<file path="config.mk">
export PLATFORM = sky130hd
export DESIGN_NAME = maze_fetch_sched
export DESIGN_NICKNAME = d
export VERILOG_FILES = /design/src/rtl/maze_pkg.sv /design/src/rtl/maze_neighbor_addr.sv /design/src/rtl/maze_fetch_sched.sv
export SDC_FILE = /design/constraint.sdc
export NUM_CORES = 1
export LEC_CHECK = 0
export CORE_MARGIN = 10
export CORE_UTILIZATION = 51
export CTS_CLUSTER_DIAMETER = 120
export DETAILED_ROUTE_END_ITERATION = 10
export PLACE_DENSITY = 0.81
export SLEW_MARGIN = 15
export SYNTH_ARGS = -nofsm -noshare
export SYNTH_HDL_FRONTEND = slang
export SYNTH_SLANG_ARGS = --single-unit
</file>
<file path="constraint.sdc">
create_clock -name clk25 -period 6.6 [get_ports clk25]
set_input_delay 1.32 -clock clk25 [delete_from_list [all_inputs] [get_ports clk25]]
set_output_delay 1.32 -clock clk25 [all_outputs]
set_load 0.005 [all_outputs]
</file>
<file path="src/rtl/maze_pkg.sv">
// Shared encodings and FSM state type for the maze neighbour-fetch scheduler.
package maze_pkg;

    localparam logic [1:0] DIR_RIGHT = 2'b00;
    localparam logic [1:0] DIR_UP    = 2'b01;
    localparam logic [1:0] DIR_DOWN  = 2'b10;
    localparam logic [1:0] DIR_LEFT  = 2'b11;

    localparam logic [1:0] TILE_WALL = 2'b00;
    localparam logic [1:0] TILE_WKNP = 2'b01;
    localparam logic [1:0] TILE_WKRP = 2'b10;
    localparam logic [1:0] TILE_WKGH = 2'b11;

    localparam int MAZE_W_DEF = 28;
    localparam int MAZE_H_DEF = 31;

    typedef enum logic [1:0] {
        FSM_IDLE,
        FSM_ISSUE,
        FSM_DRAIN,
        FSM_PUBLISH
    } fsm_state_e;

    // Slot position within a requester maps to RIGHT, UP, LEFT, DOWN.
    function automatic logic [1:0] slot_dir(input logic [1:0] pos);
        return {pos[1], pos[1] ^ pos[0]};
    endfunction

endpackage

</file>
<file path="src/rtl/maze_neighbor_addr.sv">
// Neighbour tile address for one (centre, direction) pair, with tunnel wrap
// and top/bottom edge handling; o_skip means "no read, code is WALL".
module maze_neighbor_addr
    import maze_pkg::*;
#(
    parameter int MAZE_W = MAZE_W_DEF,
    parameter int MAZE_H = MAZE_H_DEF,
    parameter int ADDR_W = 10
) (
    input  logic [6:0]        i_x,
    input  logic [6:0]        i_y,
    input  logic [1:0]        i_dir,
    output logic [ADDR_W-1:0] o_addr,
    output logic              o_skip
);

    localparam logic [6:0] W_LAST = 7'(MAZE_W - 1);
    localparam logic [6:0] H_LAST = 7'(MAZE_H - 1);

    logic [6:0] w_nx;
    logic [6:0] w_ny;

    // NOTE: every always_comb output gets a default first, so no path can infer a latch.
    always_comb begin
        w_nx   = i_x;
        w_ny   = i_y;
        o_skip = (i_x > W_LAST) || (i_y > H_LAST);
        case (i_dir)
            DIR_RIGHT: w_nx = (i_x == W_LAST) ? 7'd0 : i_x + 7'd1;
            DIR_LEFT:  w_nx = (i_x == 7'd0) ? W_LAST : i_x - 7'd1;
            DIR_UP: begin
                if (i_y == 7'd0) o_skip = 1'b1;
                else             w_ny = i_y - 7'd1;
            end
            DIR_DOWN: begin
                if (i_y == H_LAST) o_skip = 1'b1;
                else               w_ny = i_y + 7'd1;
            end
            default: ;
        endcase
    end

    assign o_addr = ADDR_W'(w_ny) * ADDR_W'(MAZE_W) + ADDR_W'(w_nx);

endmodule

</file>
<file path="src/rtl/maze_fetch_sched.sv">
// Per-frame neighbour-tile fetch scheduler for the shared single-port maze RAM.
// Optional pellet clearing of pacman's centre tile under MAZE_PELLET_CLEAR_EN.
module maze_fetch_sched
    import maze_pkg::*;
#(
    parameter int NUM_REQ = 5,
    parameter int MAZE_W  = MAZE_W_DEF,
    parameter int MAZE_H  = MAZE_H_DEF,
    parameter int RD_LAT  = 1,
    parameter int ADDR_W  = 10
) (
    input  logic                          clk25,
    input  logic                          reset_n,
    input  logic                          frame_tick,
    input  logic [NUM_REQ-1:0]            req_valid,
    input  logic [NUM_REQ-1:0][6:0]       req_xtile,
    input  logic [NUM_REQ-1:0][6:0]       req_ytile,
    output logic                          mem_rd_en,
    output logic [ADDR_W-1:0]             mem_addr,
    input  logic [1:0]                    mem_rd_data,
`ifdef MAZE_PELLET_CLEAR_EN
    output logic                          mem_wr_en,
    output logic [1:0]                    mem_wr_data,
    output logic                          pellet_eaten,
`endif
    output logic [NUM_REQ-1:0][3:0][1:0]  tile_info,
    output logic                          info_valid,
    output logic                          busy,
    output logic                          overrun
);

    localparam int REQ_W = (NUM_REQ > 1) ? $clog2(NUM_REQ) : 1;
    localparam int NSLOT = 4 * NUM_REQ;
`ifdef MAZE_PELLET_CLEAR_EN
    localparam int LAST_ISSUE = NSLOT + 1;
    localparam int PUB_CYC    = NSLOT + RD_LAT + 3;
`else
    localparam int LAST_ISSUE = NSLOT;
    localparam int PUB_CYC    = NSLOT + RD_LAT + 1;
`endif
    localparam logic [7:0] C_NSLOT  = 8'(NSLOT);
    localparam logic [7:0] C_LAST   = 8'(LAST_ISSUE);
    localparam logic [7:0] C_PREPUB = 8'(PUB_CYC - 1);

    localparam logic [1:0] S_IDLE    = FSM_IDLE;
    localparam logic [1:0] S_ISSUE   = FSM_ISSUE;
    localparam logic [1:0] S_DRAIN   = FSM_DRAIN;
    localparam logic [1:0] S_PUBLISH = FSM_PUBLISH;

    typedef struct packed {
        logic             vld;
        logic             pel;
        logic [REQ_W-1:0] req;
        logic [1:0]       dir;
    } tag_t;

    logic [1:0]                   r_state;
    logic [7:0]                   r_cnt;
    logic [NUM_REQ-1:0]           r_v;
    logic [NUM_REQ-1:0][6:0]      r_x;
    logic [NUM_REQ-1:0][6:0]      r_y;
    logic [NUM_REQ-1:0][3:0][1:0] r_shadow;
    logic [NUM_REQ-1:0][3:0][1:0] r_tile_info;
    logic                         r_overrun;
    tag_t                         r_tag [RD_LAT];

    logic [7:0]                   w_slot;
    logic                         w_nb_slot;
    logic [REQ_W-1:0]             w_req;
    logic [1:0]                   w_dir;
    logic [ADDR_W-1:0]            w_nb_addr;
    logic                         w_skip;
    logic                         w_rd_nb;
    logic                         w_wall_nb;
    logic                         w_rd_pel;
    tag_t                         w_new_tag;
    tag_t                         w_ret;
    logic [NUM_REQ-1:0][3:0][1:0] w_shadow_nxt;

    assign w_slot    = r_cnt - 8'd1;
    assign w_nb_slot = (r_state == S_ISSUE) && (r_cnt <= C_NSLOT);
    assign w_req     = w_nb_slot ? REQ_W'(w_slot[7:2]) : '0;
    assign w_dir     = slot_dir(w_slot[1:0]);

    maze_neighbor_addr #(
        .MAZE_W (MAZE_W),
        .MAZE_H (MAZE_H),
        .ADDR_W (ADDR_W)
    ) u_nb (
        .i_x    (r_x[w_req]),
        .i_y    (r_y[w_req]),
        .i_dir  (w_dir),
        .o_addr (w_nb_addr),
        .o_skip (w_skip)
    );

    assign w_rd_nb   = w_nb_slot && r_v[w_req] && !w_skip;
    assign w_wall_nb = w_nb_slot && r_v[w_req] && w_skip;
    assign mem_rd_en = w_rd_nb || w_rd_pel;
    assign w_ret     = r_tag[RD_LAT-1];

`ifdef MAZE_PELLET_CLEAR_EN
    localparam logic [6:0] W_LAST = 7'(MAZE_W - 1);
    localparam logic [6:0] H_LAST = 7'(MAZE_H - 1);

    logic              r_pel_wr;
    logic              r_pel_hit;
    logic              w_c0_in;
    logic              w_pel_ret_wkrp;
    logic [ADDR_W-1:0] w_c0_addr;

    assign w_c0_in        = r_v[0] && (r_x[0] <= W_LAST) && (r_y[0] <= H_LAST);
    assign w_c0_addr      = ADDR_W'(r_y[0]) * ADDR_W'(MAZE_W) + ADDR_W'(r_x[0]);
    assign w_rd_pel       = (r_state == S_ISSUE) && (r_cnt == C_LAST) && w_c0_in;
    assign w_pel_ret_wkrp = w_ret.vld && w_ret.pel && (mem_rd_data == TILE_WKRP);

    always_ff @(posedge clk25 or negedge reset_n) begin
        if (!reset_n) begin
            r_pel_wr  <= 1'b0;
            r_pel_hit <= 1'b0;
        end else begin
            r_pel_wr <= w_pel_ret_wkrp;
            if (r_state == S_IDLE && frame_tick) r_pel_hit <= 1'b0;
            else if (w_pel_ret_wkrp)             r_pel_hit <= 1'b1;
        end
    end

    // The write cycle re-uses the centre address; no read shares it.
    assign mem_addr     = (w_rd_pel || r_pel_wr) ? w_c0_addr : w_nb_addr;
    assign mem_wr_en    = r_pel_wr;
    assign mem_wr_data  = TILE_WKNP;
    assign pellet_eaten = info_valid && r_pel_hit;
`else
    assign w_rd_pel = 1'b0;
    assign mem_addr = w_nb_addr;
`endif

    always_comb begin
        w_new_tag.vld = mem_rd_en;
        w_new_tag.pel = w_rd_pel;
        w_new_tag.req = w_req;
        w_new_tag.dir = w_dir;
    end

    always_comb begin
        w_shadow_nxt = r_shadow;
        if (w_wall_nb)
            w_shadow_nxt[w_req][w_dir] = TILE_WALL;
        if (w_ret.vld && !w_ret.pel)
            w_shadow_nxt[w_ret.req][w_ret.dir] = mem_rd_data;
    end

    always_ff @(posedge clk25 or negedge reset_n) begin
        if (!reset_n) begin
            r_state   <= S_IDLE;
            r_cnt     <= '0;
            r_v       <= '0;
            r_x       <= '0;
            r_y       <= '0;
            r_overrun <= 1'b0;
        end else begin
            if (frame_tick && r_state != S_IDLE) r_overrun <= 1'b1;
            case (r_state)
                S_IDLE: begin
                    if (frame_tick) begin
                        r_state <= S_ISSUE;
                        r_cnt   <= 8'd1;
                        r_v     <= req_valid;
                        r_x     <= req_xtile;
                        r_y     <= req_ytile;
                    end
                end
                S_ISSUE: begin
                    r_cnt <= r_cnt + 8'd1;
                    if (r_cnt == C_LAST) r_state <= S_DRAIN;
                end
                S_DRAIN: begin
                    r_cnt <= r_cnt + 8'd1;
                    if (r_cnt == C_PREPUB) r_state <= S_PUBLISH;
                end
                default: r_state <= S_IDLE;
            endcase
        end
    end

    // NOTE: the shadow buffer and tag pipe are reset too, so an aborted sweep leaves no stale tags.
    always_ff @(posedge clk25 or negedge reset_n) begin
        if (!reset_n) begin
            r_shadow    <= '0;
            r_tile_info <= '0;
            for (int i = 0; i < RD_LAT; i++) r_tag[i] <= '0;
        end else begin
            // Seeding from the published set keeps invalid requesters' entries unchanged.
            if (r_state == S_IDLE && frame_tick) r_shadow <= r_tile_info;
            else                                 r_shadow <= w_shadow_nxt;
            if (r_state == S_DRAIN && r_cnt == C_PREPUB) r_tile_info <= w_shadow_nxt;
            r_tag[0] <= w_new_tag;
            for (int i = 1; i < RD_LAT; i++) r_tag[i] <= r_tag[i-1];
        end
    end

    assign tile_info  = r_tile_info;
    assign info_valid = (r_state == S_PUBLISH);
    assign busy       = (r_state == S_ISSUE) || (r_state == S_DRAIN);
    assign overrun    = r_overrun;

endmodule

</file>
# Word level (Yosys, flattened, before mapping)

Cells that the tools add are included.

$add $sub $neg: 7
Multipliers: 1
Order comparisons: 11
Equality and inequality tests: 13
Mux-type cells: 34
Bitwise operators: 3
Reductions and logical operators: 24

Operator list:

| operator                                                                        | number |
|---|---|
| 40-bit 2-to-1 mux                                                               | 3 |
| 8-bit demux with 3-bit select                                                   | 2 |
| 7-bit binary-select mux with 3-bit select                                       | 2 |
| 7-bit 2-to-1 mux                                                                | 6 |
| 40-bit AND                                                                      | 1 |
| 40-bit bitwise mux                                                              | 1 |
| 40-bit inverter                                                                 | 1 |
| 7-bit one-hot mux with 2 select lines                                           | 2 |
| 8-bit 2-to-1 mux                                                                | 3 |
| 8-bit by 5-bit equality test with 1-bit output, second input constant           | 2 |
| 8-bit one-hot mux with 2 select lines                                           | 1 |
| 7-bit by 1-bit adder with 7-bit output, second input constant                   | 2 |
| 7-bit by 5-bit equality test with 1-bit output, second input constant           | 2 |
| 7-bit by 5-bit greater-than comparator with 1-bit output, second input constant | 2 |
| 7-bit logical NOT                                                               | 2 |
| 7-bit by 1-bit subtractor with 7-bit output, second input constant              | 2 |
| 1-bit logical AND                                                               | 11 |
| 10-bit by 7-bit adder with 10-bit output                                        | 1 |
| 2-bit 2-to-1 mux                                                                | 5 |
| 8-bit by 1-bit adder with 8-bit output, second input constant                   | 1 |
| 2-bit demux with 2-bit select                                                   | 2 |
| 2-bit equality test, second input constant                                      | 4 |
| 8-bit by 5-bit <= comparator with 1-bit output, second input constant           | 1 |
| 3-bit by 4-bit < comparator with 1-bit output, second input constant            | 2 |
| other kinds (21)                                                                | 32 |

Bits in registers: 172
Bits of input ports: 80
Output and inout bits: 54
Word-level logic and storage cells: 150

# Logic depth before layout (Yosys ltp)

Word-level depth: 14
Depth in mapped cells: 29
Mapped depth without buffers: 25

# Cells and area by module

From an unflattened synthesis, not the netlist that was laid out.

Cells, all modules: 1269
Area total of the unflattened synthesis: 10606.4 sq um

By module, submodules not included:

| module             | times used | cells an instance | area each (sq um) | sequential area each (sq um) |
|---|---|---|---|---|
| maze_fetch_sched   | 1          | 1067              | 9195.1            | 4304.1 |
| maze_neighbor_addr | 1          | 202               | 1411.4            | 0.0 |

# Worst setup path before layout

OpenSTA, ideal clock, no wires.

Kind: register to output
From: reg r_cnt[0]
To: out mem_addr[8]
Data arrival time: 5853 ps
Required time: 5280 ps
Setup slack: -573 ps
Cell stages (with the launch flop): 27
Path buffers: 4
Cell sequence: dfrtp_1 -> clkbuf_1 -> inv_1 -> ha_1 -> buf_2 -> o21ba_2 -> mux2_2 -> buf_2 -> and3_1 -> clkbuf_1 -> a22o_1 -> a221oi_2 -> ha_1 -> nand2_1 -> nor4_4 -> nor2b_1 -> a21oi_1 -> a211oi_1 -> a21oi_1 -> fa_1 -> fa_1 -> ha_1 -> inv_1 -> o21bai_1 -> a21o_1 -> nand2_1 -> xnor2_1

Word-level cells in the longest chain between the ends: 10
Elaborated cells on any way between the ends: 29
Those cells by class: 6 x add/sub; 1 x mul; 1 x order compare; 5 x eq/ne; 11 x mux; 1 x bitwise; 4 x reduce/logical

RTL lines:

| element                                                              | RTL line                                           | source |
|---|---|---|
| start, declared                                                      | maze_fetch_sched.sv:58                             | `logic [7:0] r_cnt;` |
| start signal, assigned                                               | maze_fetch_sched.sv:174                            | `r_cnt <= r_cnt + 8'd1;` |
| start signal, assigned                                               | maze_fetch_sched.sv:178                            | `r_cnt <= r_cnt + 8'd1;` |
| 8-bit by 5-bit <= comparator with 1-bit output                       | maze_fetch_sched.sv:81                             | `assign w_nb_slot = (r_state == S_ISSUE) && (r_cnt <= C_NSLOT);` |
| 1-bit logical AND                                                    | maze_fetch_sched.sv:81                             |  |
| 3-bit 2-to-1 mux                                                     | maze_fetch_sched.sv:82                             | `assign w_req = w_nb_slot ? REQ_W'(w_slot[7:2]) : '0;` |
| 7-bit binary-select mux with 3-bit select                            | maze_fetch_sched.sv:91                             | `.i_y (r_y[w_req]),` |
| 7-bit 2-to-1 mux (not written as such)                               | maze_fetch_sched.sv:91                             |  |
| 7-bit by 1-bit adder with 7-bit output, or another cell as far along | maze_neighbor_addr.sv:37                           | `else w_ny = i_y + 7'd1;` |
| 7-bit 2-to-1 mux (on tied branches)                                  | maze_neighbor_addr.sv:36, maze_neighbor_addr.sv:32 |  |
| 7-bit one-hot mux with 2 select lines                                | maze_neighbor_addr.sv:28                           | `case (i_dir)` |
| 7-bit by 3-bit multiplier with 8-bit output                          | maze_neighbor_addr.sv:43                           | `assign o_addr = ADDR_W'(w_ny) * ADDR_W'(MAZE_W) + ADDR_W'(w_nx);` |
| 10-bit by 7-bit adder with 10-bit output *                           | maze_neighbor_addr.sv:43                           |  |
| end, declared                                                        | maze_fetch_sched.sv:19                             | `output logic [ADDR_W-1:0] mem_addr,` |

Mark *: on every way between the ends. The rest lies on a longest branch, timed or not. The select of a mux whose other input is x is not followed.

# Worst setup path in the final report

From: reg r_cnt[1]
To: out mem_addr[9]

The elaborated chain is that of the path after synthesis.

==> impl_metrics.csv <==
group,metric,value,unit
critical_path,critPathRequiredTime,5280,ps
sta,rsz0062_at_grt,"true",
global_route,grt_start_max_net_pins,112,
sta,layout_setup_ws,-357,ps
critical_path,critical_path.max_fanout,6,
critical_path,critPathKind,"reg2out",
sta,min_period_over_period,105,%
logic_synthesis,syn_area,10100,um2
placed_design,place_hpwl,21800,um
min_path,worstHoldStart,"overrun$_DFFE_PN0P_",
critical_path,r2r_start,"r_state[1]$_DFFE_PN0P_",
sta,worst_clock_skew,11.6,ps
placed_design,pre_cts_slack,-427,ps
floorplan,num_io_pins,134,
clock_network,worstSkewPairLatency,430,ps
sta,timing.final.setup_violations,4,
critical_path,worstSetupEndpointType,"primary output",
logic_synthesis,async_reset_ff_share,100,%
global_route,gr-usage-met1,29.1,%
outcome,failed_checks,"setup timing",
floorplan,fp.dieArea,25800,um2
sta,report.final.hold_viol_count,0,
global_route,busiest_layer,"met2",
critical_path,reg2reg_to,"r_shadow[28]$_DFF_PN0_",
clock_network,clock_tree_from_tritoncts,"yes",
clock_network,cts-hold-fix-buffers,0,
floorplan,floorplan.die.width,161,um
sta,relSlewSlack,25.0,%
global_route,gr-total-overflow,0,
cells_and_area,finish.net_count,1474,
logic_synthesis,postSynthNetCount,1259,
clock_network,htreeDepth,4,
floorplan,rows,51,
logic_synthesis,synth_seq_cells,172,
logic_synthesis,syn-instance-count,1144,
cells_and_area,antenna_cells_inserted,0,
routing,detail_route.wirelength,30500,um
critical_path,critPathLaunchType,"flop",
routing,drt_drc_violations_left,0,
logic_synthesis,dominantRegCellSynth,"sky130_fd_sc_hd__dfrtp_1",
global_route,grt_pass1_vias,9509,
critical_path,cp-startpoint,"r_cnt[1]$_DFFE_PN0P_",
routing,post_drt_via_cell_ratio,5.84,
critical_path,worst_setup_ep,"mem_addr[9]",
logic_synthesis,count_of_distinct_cell_types_in_the_synthesized_netlist,79,
logic_synthesis,syn_avg_cell_area,8.83,um2
cells_and_area,number_of_inserted_filler_cells_in_the_final_layout,1487,
outcome,outcome,"complete, but fails checks",
floorplan,floorplan.core_area,19500,um2
critical_path,critical-path-slowest-cell,"sky130_fd_sc_hd__fa_1",
placed_design,place.port_buffers,133,
cells_and_area,ratio_of_cells_with_drive_above_1_in_the_final_layout,18.0,%
logic_synthesis,yosys.area.top_type_share,42.6,%
critical_path,cp_slowest_stage_delay,550,ps
floorplan,die_span_y,161,um
global_route,met3_usage,5.32,%
logic_synthesis,synth_sequential_area_ratio,42.6,%
sta,tightestPinTransition,1130,ps
critical_path,critPathArrivalTime,5640,ps
placed_design,place.gp.congestion,0.974,
logic_synthesis,synth_edf_count,0,
routing,drt-initial-drc-count,739,
global_route,first_pass_grt_wire_length,49400,um
routing,drt_pass1_iterations,5,
flow_run,maxCapViolations,0,
sta,maxSlewViolCount,0,
clock_network,clk_root_buffer_cell,"sky130_fd_sc_hd__clkbuf_16",
global_route,gr-usage-all-layers,23.0,%
sta,maxClockFrequency,0.144,GHz
clock_network,cts.reportedPaths.clkPinSlew,60,ps
clock_network,ctsLongestPathBuffers,2,
clock_network,clock_sinks,172,
routing,avgRoutedWirePerCell,18.6,um
critical_path,critical_path.cell_chain,"inv_2 -> ha_4 -> buf_6 -> nand2b_1 -> a21bo_2 -> nand4_1 -> and3_4 -> a311oi_4 -> ha_2 -> nand2_2 -> nor4_4 -> xor2_1 -> a221o_1 -> fa_1 -> ha_2 -> fa_2 -> ha_4 -> inv_4 -> o21bai_4 -> a21oi_2 -> buf_4 -> nor2_4 -> xnor2_1 -> buf_2",
critical_path,timing.reg2reg.worst_path_depth,16,
routing,via_count,9548,
global_route,antenna_found_initial,0,
min_path,timing.hold.worst.class,"reg2reg",
critical_path,reg2reg_setup_slack,2340,ps
sta,timing.final.crit_period,6960,ps
global_route,grt_util_met2,37.9,%
cells_and_area,area_growth_syn_to_layout,31.7,%
floorplan,floorplan.initialDensity,51.9,%
logic_synthesis,yosysTopAreaCell,"sky130_fd_sc_hd__dfrtp_1",
logic_synthesis,synth-warning-count,0,
routing,ant_nets,0,
clock_network,cts_inserted_buffers,17,
logic_synthesis,post_synth_main_area_contributors,"sky130_fd_sc_hd__dfrtp_1 (43%), sky130_fd_sc_hd__nand2_1 (12%), sky130_fd_sc_hd__mux2i_1 (3.7%), sky130_fd_sc_hd__ha_1 (3.3%), sky130_fd_sc_hd__a221o_1 (3.3%)",
## area by class of cell
class	count	area [um2]	share of cell area, %
multi-input cells	867	5650	42.5
flip-flops and latches	172	4300	32.4
repair buffers	268	2340	17.6
clock buffers	19	443	3.33
well taps	265	332	2.49
inverters	33	131	0.988
clock inverters	11	97.6	0.734
## cells in the final DEF (no fill, tap or decap), types with 6 or more instances in the layout
cell / netlist / layout
sky130_fd_sc_hd__a21o_1: 7 / 7
sky130_fd_sc_hd__xnor2_1: 12 / 10
sky130_fd_sc_hd__nor2_1: 76 / 74
sky130_fd_sc_hd__buf_2: 12 / 6
sky130_fd_sc_hd__a41o_1: 14 / 14
sky130_fd_sc_hd__clkbuf_16: 0 / 17
sky130_fd_sc_hd__and2_1: 10 / 9
sky130_fd_sc_hd__o21ai_0: 58 / 57
sky130_fd_sc_hd__nor2b_1: 6 / 6
sky130_fd_sc_hd__nand2b_1: 7 / 6
sky130_fd_sc_hd__clkdlybuf4s50_1: 0 / 124
sky130_fd_sc_hd__nand3_1: 9 / 9
sky130_fd_sc_hd__nand2_1: 313 / 311
sky130_fd_sc_hd__a221o_1: 33 / 33
sky130_fd_sc_hd__nor3_1: 15 / 15
sky130_fd_sc_hd__and3_1: 45 / 43
sky130_fd_sc_hd__a211oi_1: 8 / 8
sky130_fd_sc_hd__buf_4: 0 / 131
sky130_fd_sc_hd__a22o_1: 6 / 6
sky130_fd_sc_hd__a31oi_1: 22 / 22
sky130_fd_sc_hd__dfrtp_1: 172 / 172
sky130_fd_sc_hd__ha_1: 27 / 19
sky130_fd_sc_hd__inv_1: 32 / 27
sky130_fd_sc_hd__fa_1: 8 / 6
sky130_fd_sc_hd__nand4_1: 7 / 7
sky130_fd_sc_hd__a41oi_1: 12 / 12
sky130_fd_sc_hd__xor2_1: 7 / 7
sky130_fd_sc_hd__a21oi_1: 27 / 23
sky130_fd_sc_hd__mux2i_1: 37 / 37
## registers in the layout (all words and copies together), names as in the netlist
signal	count
r_shadow	40
tile_info	40
r_x	35
r_y	35
r_cnt	8
r_tag	6
r_v	5
r_state	2
overrun	1
## synth_stat cells (7+ instances only)
cell                       number
sky130_fd_sc_hd__nand2_1      313
sky130_fd_sc_hd__inv_1         32
sky130_fd_sc_hd__ha_1          27
sky130_fd_sc_hd__o21ai_0       58
sky130_fd_sc_hd__a31oi_1       22
sky130_fd_sc_hd__nor3_1        15
sky130_fd_sc_hd__a211oi_1       8
sky130_fd_sc_hd__dfrtp_1      172
sky130_fd_sc_hd__and3_1        45
sky130_fd_sc_hd__a221o_1       33
sky130_fd_sc_hd__mux2i_1       37
sky130_fd_sc_hd__xor2_1         7
sky130_fd_sc_hd__a21o_1         7
sky130_fd_sc_hd__fa_1           8
sky130_fd_sc_hd__xnor2_1       12
sky130_fd_sc_hd__nand3_1        9
sky130_fd_sc_hd__buf_2         12
sky130_fd_sc_hd__nand2b_1       7
sky130_fd_sc_hd__nand4_1        7
sky130_fd_sc_hd__and2_1        10
sky130_fd_sc_hd__a21oi_1       27
sky130_fd_sc_hd__a41oi_1       12
sky130_fd_sc_hd__clkbuf_1      53
sky130_fd_sc_hd__nor2_1        76
sky130_fd_sc_hd__a41o_1        14
## routing by layer
| layer | routed length (um) | vias to the layer above |
|---|---|---|
| li1 | - | 4474 |
| met1 | 12800 | 4593 |
| met2 | 14500 | 415 |
| met3 | 2400 | 66 |
| met4 | 861 | 0 |
| met5 | 0 | - |
## per-stage QoR
step / utilization, % / cell area (um2) / std cells / TNS (ps) / hold slack (ps)
floorplan: - / 10200 / 1144 / -330 / 437
global placement: 63.9 / 12400 / 1588 / -1100 / 439
detailed placement: 63.9 / 12400 / 1588 / -1670 / 459
CTS: 67.5 / 13100 / 1630 / -891 / 472
global route: 68.4 / 13300 / 1635 / -2230 / 495
finish: 68.4 / 13300 / 1635 / -1110 / 461
## worst min-delay path by stage
stage,end,slack [ps],cells after the start
final,overrun$_DFFE_PN0P_,460,1
after CTS,overrun$_DFFE_PN0P_,470,1
after global routing,r_x[32]$_DFFE_PN0P_,500,2
after floorplan,r_x[10]$_DFFE_PN0P_,440,2
after detailed placement,overrun$_DFFE_PN0P_,460,1
after global placement,overrun$_DFFE_PN0P_,440,1
## worst max-delay path, delay by kind of cell (launching register included)
kind                     cells  cell delay, ps
adder cells (fa/ha/maj)      6            1970
AND/OR/NAND/NOR              6            1100
AO/OA/AOI/OAI                5             960
buffers and inverters        5             550
flip-flops                   1             400
XOR/XNOR                     2             230
## timing repair
item | CTS | global route
resized for setup | 45 | 24
cloned | 0 | 0
setup buffers | 13 | 7
endpoints found under the setup margin | 6 | 7
hold endpoints to repair | 0 | 0
pin swaps | 25 | 15
## cell families (layout without fill, tap and decap cells)
logic type / count (synthesis) / in the layout / synth area share (%)
AO/OA/AOI/OAI: 252 / 252 / 19.0
adder cells (fa/ha/maj): 35 / 35 / 4.93
flip-flops: 172 / 172 / 42.6
buffers and inverters: 105 / 331 / 4.20
XOR/XNOR: 20 / 20 / 1.81
AND/OR/NAND/NOR: 521 / 521 / 23.5
multiplexers: 39 / 39 / 3.89
Power is left out: the tool's default activity adds up to more than one toggle a clock period on the data nets, which glitch-free logic cannot reach.
